<file path="config.mk">
export PLATFORM = sky130hd
export DESIGN_NAME = icache_direct
export DESIGN_NICKNAME = d
export VERILOG_FILES = /design/src/rtl/icache_pkg.sv /design/src/rtl/icache_line_array.sv /design/src/rtl/icache_direct.sv
export SDC_FILE = /design/constraint.sdc
export NUM_CORES = 1
export LEC_CHECK = 0
export CAP_MARGIN = 20
export CORE_ASPECT_RATIO = 0.5
export CORE_UTILIZATION = 55
export CTS_CLUSTER_SIZE = 12
export DETAILED_ROUTE_END_ITERATION = 10
export GPL_ROUTABILITY_DRIVEN = 1
export PLACE_DENSITY = 0.76
export SKIP_LAST_GASP = 1
export SYNTH_ARGS = -nofsm -noshare
export SYNTH_HDL_FRONTEND = slang
export SYNTH_SLANG_ARGS = --single-unit
</file>
<file path="constraint.sdc">
create_clock -name clk -period 15.7 [get_ports clk]
set_input_delay 3.925 -clock clk [delete_from_list [all_inputs] [get_ports clk]]
set_output_delay 3.925 -clock clk [all_outputs]
set_load 0.005 [all_outputs]
</file>
<file path="src/rtl/icache_pkg.sv">
// Shared types and address-field constants for the direct-mapped instruction cache.
package icache_pkg;

    typedef enum logic {
        ST_IDLE,
        ST_FETCH
    } state_e;

    localparam int LINE_W         = 128;
    localparam int WORDS_PER_LINE = 4;
    localparam int WORD_W         = 32;
    localparam int MEM_ADDR_W     = 28;
    localparam int PROC_ADDR_W    = 30;
    localparam int OFF_W          = 2;
    localparam int IDX_LSB        = OFF_W;

endpackage

</file>
<file path="src/rtl/icache_line_array.sv">
// Valid/tag/data storage: async read by index, sync fill port, async clear of valid bits only.
module icache_line_array
    import icache_pkg::*;
#(
    parameter int SETS  = 8,
    parameter int IDX_W = 3,
    parameter int TAG_W = 25
) (
    input  logic              clk,
    input  logic              rst_n,
    input  logic [IDX_W-1:0]  rd_idx_i,
    output logic              rd_valid_o,
    output logic [TAG_W-1:0]  rd_tag_o,
    output logic [LINE_W-1:0] rd_line_o,
    input  logic              wr_en_i,
    input  logic [IDX_W-1:0]  wr_idx_i,
    input  logic [TAG_W-1:0]  wr_tag_i,
    input  logic [LINE_W-1:0] wr_line_i
);

    logic [SETS-1:0]   valid_q;
    logic [TAG_W-1:0]  tag_q  [SETS];
    logic [LINE_W-1:0] line_q [SETS];

    always_ff @(posedge clk or negedge rst_n) begin
        if (!rst_n) begin
            valid_q <= '0;
        end else if (wr_en_i) begin
            valid_q[wr_idx_i] <= 1'b1;
        end
    end

    // Tag and data carry no reset; a cleared valid bit masks whatever they hold.
    always_ff @(posedge clk) begin
        if (wr_en_i) begin
            tag_q[wr_idx_i]  <= wr_tag_i;
            line_q[wr_idx_i] <= wr_line_i;
        end
    end

    assign rd_valid_o = valid_q[rd_idx_i];
    assign rd_tag_o   = tag_q[rd_idx_i];
    assign rd_line_o  = line_q[rd_idx_i];

endmodule

</file>
<file path="src/rtl/icache_direct.sv">
// Direct-mapped read-only instruction cache: combinational hits, single-line blocking refill.
// Optional hit/miss counters are built when ICACHE_PERF_CNT_EN is defined.
module icache_direct
    import icache_pkg::*;
#(
    parameter int SETS  = 8,
    parameter int TAG_W = 25
) (
    input  logic                   clk,
    input  logic                   rst_n,
    input  logic                   proc_read,
    input  logic                   proc_write,
    input  logic [PROC_ADDR_W-1:0] proc_addr,
    input  logic [WORD_W-1:0]      proc_wdata,
    output logic [WORD_W-1:0]      proc_rdata,
    output logic                   proc_stall,
    output logic                   mem_read,
    output logic                   mem_write,
    output logic [MEM_ADDR_W-1:0]  mem_addr,
    output logic [LINE_W-1:0]      mem_wdata,
    input  logic [LINE_W-1:0]      mem_rdata,
    input  logic                   mem_ready
`ifdef ICACHE_PERF_CNT_EN
   ,output logic [31:0]            hit_cnt,
    output logic [31:0]            miss_cnt
`endif
);

    localparam int IDX_W = $clog2(SETS);

    state_e                  state_q, state_d;
    logic                    mem_read_q, mem_read_d;
    logic [MEM_ADDR_W-1:0]   mem_addr_q, mem_addr_d;

    logic [IDX_W-1:0]        req_idx;
    logic [TAG_W-1:0]        req_tag;
    logic [OFF_W-1:0]        req_off;
    logic                    rd_valid;
    logic [TAG_W-1:0]        rd_tag;
    logic [LINE_W-1:0]       rd_line;
    logic [WORDS_PER_LINE-1:0][WORD_W-1:0] rd_words;
    logic                    hit;
    logic                    fill_en;

    assign req_off = proc_addr[OFF_W-1:0];
    assign req_idx = proc_addr[IDX_LSB+IDX_W-1:IDX_LSB];
    assign req_tag = proc_addr[PROC_ADDR_W-1:IDX_LSB+IDX_W];

    // The latched line address doubles as the fill index/tag, so a core that
    // changes proc_addr mid-fetch cannot redirect the fill.
    assign fill_en = (state_q == ST_FETCH) && mem_ready;

    icache_line_array #(
        .SETS  (SETS),
        .IDX_W (IDX_W),
        .TAG_W (TAG_W)
    ) u_array (
        .clk        (clk),
        .rst_n      (rst_n),
        .rd_idx_i   (req_idx),
        .rd_valid_o (rd_valid),
        .rd_tag_o   (rd_tag),
        .rd_line_o  (rd_line),
        .wr_en_i    (fill_en),
        .wr_idx_i   (mem_addr_q[IDX_W-1:0]),
        .wr_tag_i   (mem_addr_q[MEM_ADDR_W-1:IDX_W]),
        .wr_line_i  (mem_rdata)
    );

    assign hit        = rd_valid && (rd_tag == req_tag);
    assign rd_words   = rd_line;
    assign proc_rdata = rd_words[req_off];

    always_comb begin
        state_d    = state_q;
        mem_read_d = mem_read_q;
        mem_addr_d = mem_addr_q;
        proc_stall = 1'b0;
        unique case (state_q)
            ST_IDLE: begin
                if (proc_read && !hit) begin
                    proc_stall = 1'b1;
                    state_d    = ST_FETCH;
                    mem_read_d = 1'b1;
                    mem_addr_d = proc_addr[PROC_ADDR_W-1:IDX_LSB];
                end
            end
            ST_FETCH: begin
                proc_stall = 1'b1;
                if (mem_ready) begin
                    state_d    = ST_IDLE;
                    mem_read_d = 1'b0;
                end
            end
            default: state_d = ST_IDLE;
        endcase
    end

    always_ff @(posedge clk or negedge rst_n) begin
        if (!rst_n) begin
            state_q    <= ST_IDLE;
            mem_read_q <= 1'b0;
            mem_addr_q <= '0;
        end else begin
            state_q    <= state_d;
            mem_read_q <= mem_read_d;
            mem_addr_q <= mem_addr_d;
        end
    end

    assign mem_read  = mem_read_q;
    assign mem_addr  = mem_addr_q;
    assign mem_write = 1'b0;
    assign mem_wdata = '0;

`ifdef ICACHE_PERF_CNT_EN
    logic [31:0] hit_cnt_q, miss_cnt_q;

    always_ff @(posedge clk or negedge rst_n) begin
        if (!rst_n) begin
            hit_cnt_q  <= '0;
            miss_cnt_q <= '0;
        end else begin
            if (state_q == ST_IDLE && proc_read && hit && hit_cnt_q != '1)
                hit_cnt_q <= hit_cnt_q + 32'd1;
            if (state_q == ST_IDLE && state_d == ST_FETCH && miss_cnt_q != '1)
                miss_cnt_q <= miss_cnt_q + 32'd1;
        end
    end

    assign hit_cnt  = hit_cnt_q;
    assign miss_cnt = miss_cnt_q;
`endif

    // Write-side core inputs are intentionally ignored: instruction space is immutable.
    logic unused_write_side;
    assign unused_write_side = ^{proc_write, proc_wdata};

endmodule

</file>
==> metrics, run 1 <==
outcome complete, no violations; critical path required time 11770 ps; Max Cap Viol 0; clock buffers created by TritonCTS 115; antenna violations before repair 8; Core Box Area 88400 um2; worst hold slack 463 ps; DIE WIDTH 425 um; Inst Count DP 3412; cts repair resizes 0; Area Overhead vs Synth 12.8%; syn_area_per_cell 23.7 um2; worst-path maximum fanout 57; Residual DRC 0; top_reg_cell synth edfxtp_1; pin count of the biggest net entering global routing 161; clk_lat worst skew 720 ps; worst hold path class flop to flop; Synth Instances 2076; RSZ-0062 raised after global routing false; CP max stage delay 860 ps; DRT Pass-1 Iters 7; Die Y 214 um; Achievable Freq 0.0869 GHz; Post-Route WL 97600 um; Max Root-Sink Buffers 3; warnings from Yosys 0; gr usage total 21.7%; Sink Count 1262; routed vias 21369; Worst IR Drop VDD 97.7 uV; critical path endpoint category output pin; initial drt markers 1793; reg2reg path depth 5; Hold Startpoint u_array.valid_q[2]; first-pass GRT wire length 144000 um; fin crit period 11510 ps; worst reg2reg path endpoint u_array.line_q[4][41]; Post-CTS Setup Bufs 0; share of the yosys chip area belonging to registers 76.6%; Cell Chain, Critical Path clkbuf_8 -> buf_4 -> buf_4 -> mux4_2 -> mux2_2 -> clkdlybuf4s50_1; ys async rst share 3.01%; WL/cell 27.3 um; crit path DAT 7590 ps; highest metal used met5; worst slew pin tran 1130 ps; Worst slew margin 24.3%; H-tree levels 3; most used cell, CP buf_4; post-synthesis cell type count 35; Final Hold Vio Count 0; flop2flop setup slack 12310 ps; total negative setup slack 0 ps; hold buffers post-CTS 0; Worst-path clk slew 60 ps; hold depth 1; clock root buffer clkbuf_16; met2 routed wirelength 51300 um; met3 WL post-DR 5260 um; PD cells 126 nW/um2; Final ANT Viol Nets 0; register bit total from synthesis 1262; Remaining Overflow, GRT 0; met1 wire length 39200 um; num rows 77; port buffer count 223; Pleak 0.0176 uW; DP Wirelength 49000 um; CP Launch Type primary input; fillers 5702; Die Area 90800 um2; Post-Layout Cell Count 3574; Worst Skew 27.1 ps; Final Max Tran Viols 0; Hold EP u_array.valid_q[2]; Critical-path top delay cell buf_4; final setup fails 0; Post-Syn Area 49200 um2; number of global-route vias before repair 22496; EDFF count, synth 1224; Tcrit/Tclk final 73.3%; Setup CP Type primary input to output pin; post-DR vias/cell 5.98; Final #Nets 2540; CTS tree yes; Routability Congestion 0.708; initial core utilization 55.6%; R2R Path Start state_q; fraction of layout cells with a size suffix above 1 24.7%; # IOs 386
stage by stage:
stage / setup WS (ps) / power (uW) / cell area (um2) / util, %
finish: 4190 / 6990 / 55500 / 62.8
global route: 3990 / 7210 / 55500 / 62.8
CTS: 4110 / 7050 / 55500 / 62.7
detailed placement: 4110 / 4580 / 52300 / 59.2
global placement: 4140 / 4560 / 52300 / 59.2
floorplan: 208 / 4360 / 49700 / -
flip-flops by register name (all words and copies together), names as in the netlist:
signal / cells
u_array.line_q: 1024
mem_read: 1
mem_addr: 28
u_array.tag_q: 200
state_q: 1
u_array.valid_q: 8
how the worst max path moves through the flow:
stage	cells past startpoint	slack (ps)	startpoint	to
CTS	6	4110	proc_addr[4]	proc_rdata[3]
floorplan	3	210	mem_ready	u_array.valid_q[1]
global route	6	3990	proc_addr[4]	proc_rdata[3]
global placement	6	4140	proc_addr[4]	proc_rdata[18]
finish	6	4190	proc_addr[4]	proc_rdata[3]
detailed placement	6	4110	proc_addr[4]	proc_rdata[10]
synthesized netlist by cell type, types with 13 or more instances:
cell type	n	area share, %
buf_2	23	0.23
buf_4	133	2.0
clkbuf_1	44	0.34
dfrtp_1	38	1.9
edfxtp_1	1224	75
mux2_1	19	0.43
mux2_2	41	0.94
mux2_4	28	0.85
mux2i_1	39	0.79
mux4_2	344	16
o22ai_1	13	0.17
xor2_1	13	0.23
area by class of cell:
cell class              count  area [um2]  area share (%)
multi-input cells         718       10600            19.1
flip-flops and latches   1262       37700            67.9
clock inverters             8         148           0.266
repair buffers            247        2550            4.59
diodes                      6        15.0          0.0270
clock buffers             147        3020            5.44
inverters                   1        3.75         0.00676
well taps                1185        1480            2.67
worst max-delay path, delay by kind of cell:
family,cells,cell delay [ps]
buffers and inverters,4,2560
multiplexers,2,950
power breakdown:
| part | switching, uW | total, uW | internal, uW |
|---|---|---|---|
| combinational | 281 | 555 | 274 |
| clock | 1140 | 2490 | 1350 |
| sequential | 70.9 | 3950 | 3880 |
layout by cell type (no fill, tap or decap), types with 6 or more instances in the layout:
master	instances
a22o_1	9
buf_12	11
buf_4	14
clkbuf_1	31
clkbuf_16	116
clkdlybuf4s50_1	217
conb_1	129
dfrtp_1	38
diode_2	6
edfxtp_1	1224
mux2_1	19
mux2_2	41
mux2_4	28
mux2i_1	39
mux4_2	344
nand2_1	6
nand2b_1	7
nand3_1	7
nor2_4	6
o21ai_0	10
o22ai_1	13
or2_2	9
or3_1	10
xor2_1	13
cells by family (layout without fill, tap and decap cells):
logic type / count (synthesis) / in the layout / synth area share (%)
and+or+nand+nor: 60 / 60 / 0.750
DFF: 1262 / 1262 / 76.6
other: 1 / 135 / 0.00762
AOI/OAI and AO/OA: 43 / 43 / 0.633
muxes: 471 / 471 / 18.8
buffers and inverters: 224 / 403 / 2.96
xor gates and xnor gates: 15 / 15 / 0.267
routing by layer:
| metal | up-vias | GRT usage [%] |
|---|---|---|
| met5 | - | 0 |
| met4 | 4 | 5.74 |
| met3 | 136 | 3.94 |
| met2 | 757 | 37.4 |
| met1 | 11441 | 29.1 |
| li1 | 9031 | - |
(Power assumes the default switching activity.)
==> run 2, diff against run 1 <==
==> constraint.sdc (replaced) <==
create_clock -name clk -period 11.4 [get_ports clk]
set_input_delay 2.85 -clock clk [delete_from_list [all_inputs] [get_ports clk]]
set_output_delay 2.85 -clock clk [all_outputs]
set_load 0.005 [all_outputs]
==> metrics, run 2 (synthesis results as in run 1) <==
DIE WIDTH 425 um (unchanged); DP Wirelength 50700 um (was 49000 um); initial drt markers 1642 (was 1793); cts repair resizes 0 (unchanged); Tcrit/Tclk final 81.0%; reg2reg path depth 5 (unchanged); worst-path maximum fanout 79 (was 57); Inst Count DP 3425 (was 3412); CP Launch Type primary input (unchanged); Final Hold Vio Count 0 (unchanged); Post-CTS Setup Bufs 0 (unchanged); clk_lat worst skew 700 ps (was 720 ps); crit path DAT 6390 ps (was 7590 ps); final setup fails 0 (unchanged); worst hold slack 461 ps (was 463 ps); gr usage total 21.6% (was 21.7%); initial core utilization 55.6% (unchanged); WL/cell 26.9 um (was 27.3 um); Biggest register u_array.line_q (unchanged); H-tree levels 3 (unchanged); post-DR vias/cell 5.92 (was 5.98); first-pass GRT wire length 142000 um (was 144000 um); DRT Pass-1 Iters 5 (was 7); worst hold path class flop to flop (unchanged); Area Overhead vs Synth 13.0% (was 12.8%); critical path endpoint category output pin (unchanged); clock buffers created by TritonCTS 116 (was 115); Worst IR Drop VDD 117 uV (was 97.7 uV); Area after DPL 52400 um2 (was 52300 um2); Residual DRC 0 (unchanged); Setup CP Type primary input to output pin (unchanged); routed vias 21305 (was 21369); CTS tree yes (unchanged); Core Box Area 88400 um2 (unchanged); pin count of the biggest net entering global routing 137 (was 161); port buffer count 223 (unchanged); Pleak 0.0177 uW (was 0.0176 uW); total negative setup slack 0 ps (unchanged); Pint 7570 uW (was 5500 uW); hold depth 1 (unchanged); commonest non-fill, non-tap cell in the layout edfxtp_1 (unchanged); Final #Nets 2553 (was 2540); Die Y 214 um (unchanged); PD cells 173 nW/um2 (was 126 nW/um2); hold buffers post-CTS 0 (unchanged); Remaining Overflow, GRT 0 (unchanged); Comb power frac 8.0% (was 7.9%); outcome complete, no violations (unchanged); fin crit period 9240 ps; NetSw 2050 uW (was 1490 uW); Routability Congestion 0.727 (was 0.708); fraction of layout cells with a size suffix above 1 25.1% (was 24.7%); Clk pwr share 35.6% (about the same); Post-Route WL 96600 um (was 97600 um); antenna violations before repair 13 (was 8); max reg flops 1024 (unchanged); Max Cap Viol 0 (unchanged); Achievable Freq 0.108 GHz; Die Area 90800 um2 (unchanged); Max Root-Sink Buffers 3 (unchanged); Worst-path clk slew 60 ps (about the same); sequential share of power 56.5% (about the same); Sink Count 1262 (unchanged); post-route cell area 55600 um2 (was 55500 um2); worst slew pin tran 1130 ps (about the same); number of global-route vias before repair 22474 (was 22496); Final Max Tran Viols 0 (unchanged); Final ANT Viol Nets 0 (unchanged); num rows 77 (unchanged); Post-Layout Cell Count 3596 (was 3574); # IOs 386 (unchanged); critical path required time 8550 ps (was 11770 ps); Sw Ratio 21.3% (about the same); clock root buffer clkbuf_16 (unchanged); Worst slew margin 24.8% (was 24.3%); commonest cells after routing, fill and taps aside edfxtp_1, mux4_2, clkdlybuf4s50_1 (unchanged); RSZ-0062 raised after global routing false (unchanged); Worst Skew 25.7 ps (was 27.1 ps)
run 2: layout make-up:
class | instances | area (um2)
clock buffer | 152 | 3060
inverter | 1 | 3.75
clock inverter | 9 | 120
fill | 5765 | 32800
sequential | 1262 | 37700
timing repair buffer | 259 | 2620
tap | 1185 | 1480
antenna | 10 | 25.0
multi-input combinational | 718 | 10600
run 2: power groups by stage:
stage	Combinational, uW	Sequential [uW]	Clock [uW]
CTS	781	5440	3480
floorplan	461	5540	0
finish	766	5440	3420
global placement	763	5510	0
global route	820	5450	3660
detailed placement	776	5530	0
run 2: final timing paths:
kind	start	end	slack, ps
setup reg to reg	state_q	u_array.line_q[6][47]	8070
hold reg to reg	u_array.valid_q[3]	u_array.valid_q[3]	460
min in group asynchronous	rst_n	mem_addr[26]	2240
max in group asynchronous	rst_n	mem_read	8730
setup / recovery	proc_addr[4]	proc_rdata[26]	2160
hold / removal	u_array.valid_q[3]	u_array.valid_q[3]	460
run 2: routing by layer:
| metal | GRT usage [%] | up-vias | share of wire [%] |
|---|---|---|---|
| met5 | 0 | - | 0.022 |
| met4 | 7.02 | 4 | 2.4 |
| met3 | 3.72 | 137 | 4.9 |
| met2 | 35.9 | 650 | 51 |
| met1 | 29.5 | 11440 | 41 |
| li1 | - | 9074 | - |
run 2: critical path, cell delays in order:
cell and delay (ps):
clkbuf_8 660, buf_4 600, buf_4 680, mux4_2 660, mux2_2 280, clkdlybuf4s50_1 490
run 2: per-stage QoR:
stage | total power, uW | worst slack [ps] | utilization (%)
after floorplan | 6000 | 1020 | -
after global placement | 6280 | 2040 | 59.3
after detailed placement | 6310 | 2040 | 59.3
after CTS | 9700 | 2060 | 62.9
after global routing | 9930 | 1960 | 62.9
final | 9630 | 2160 | 62.9
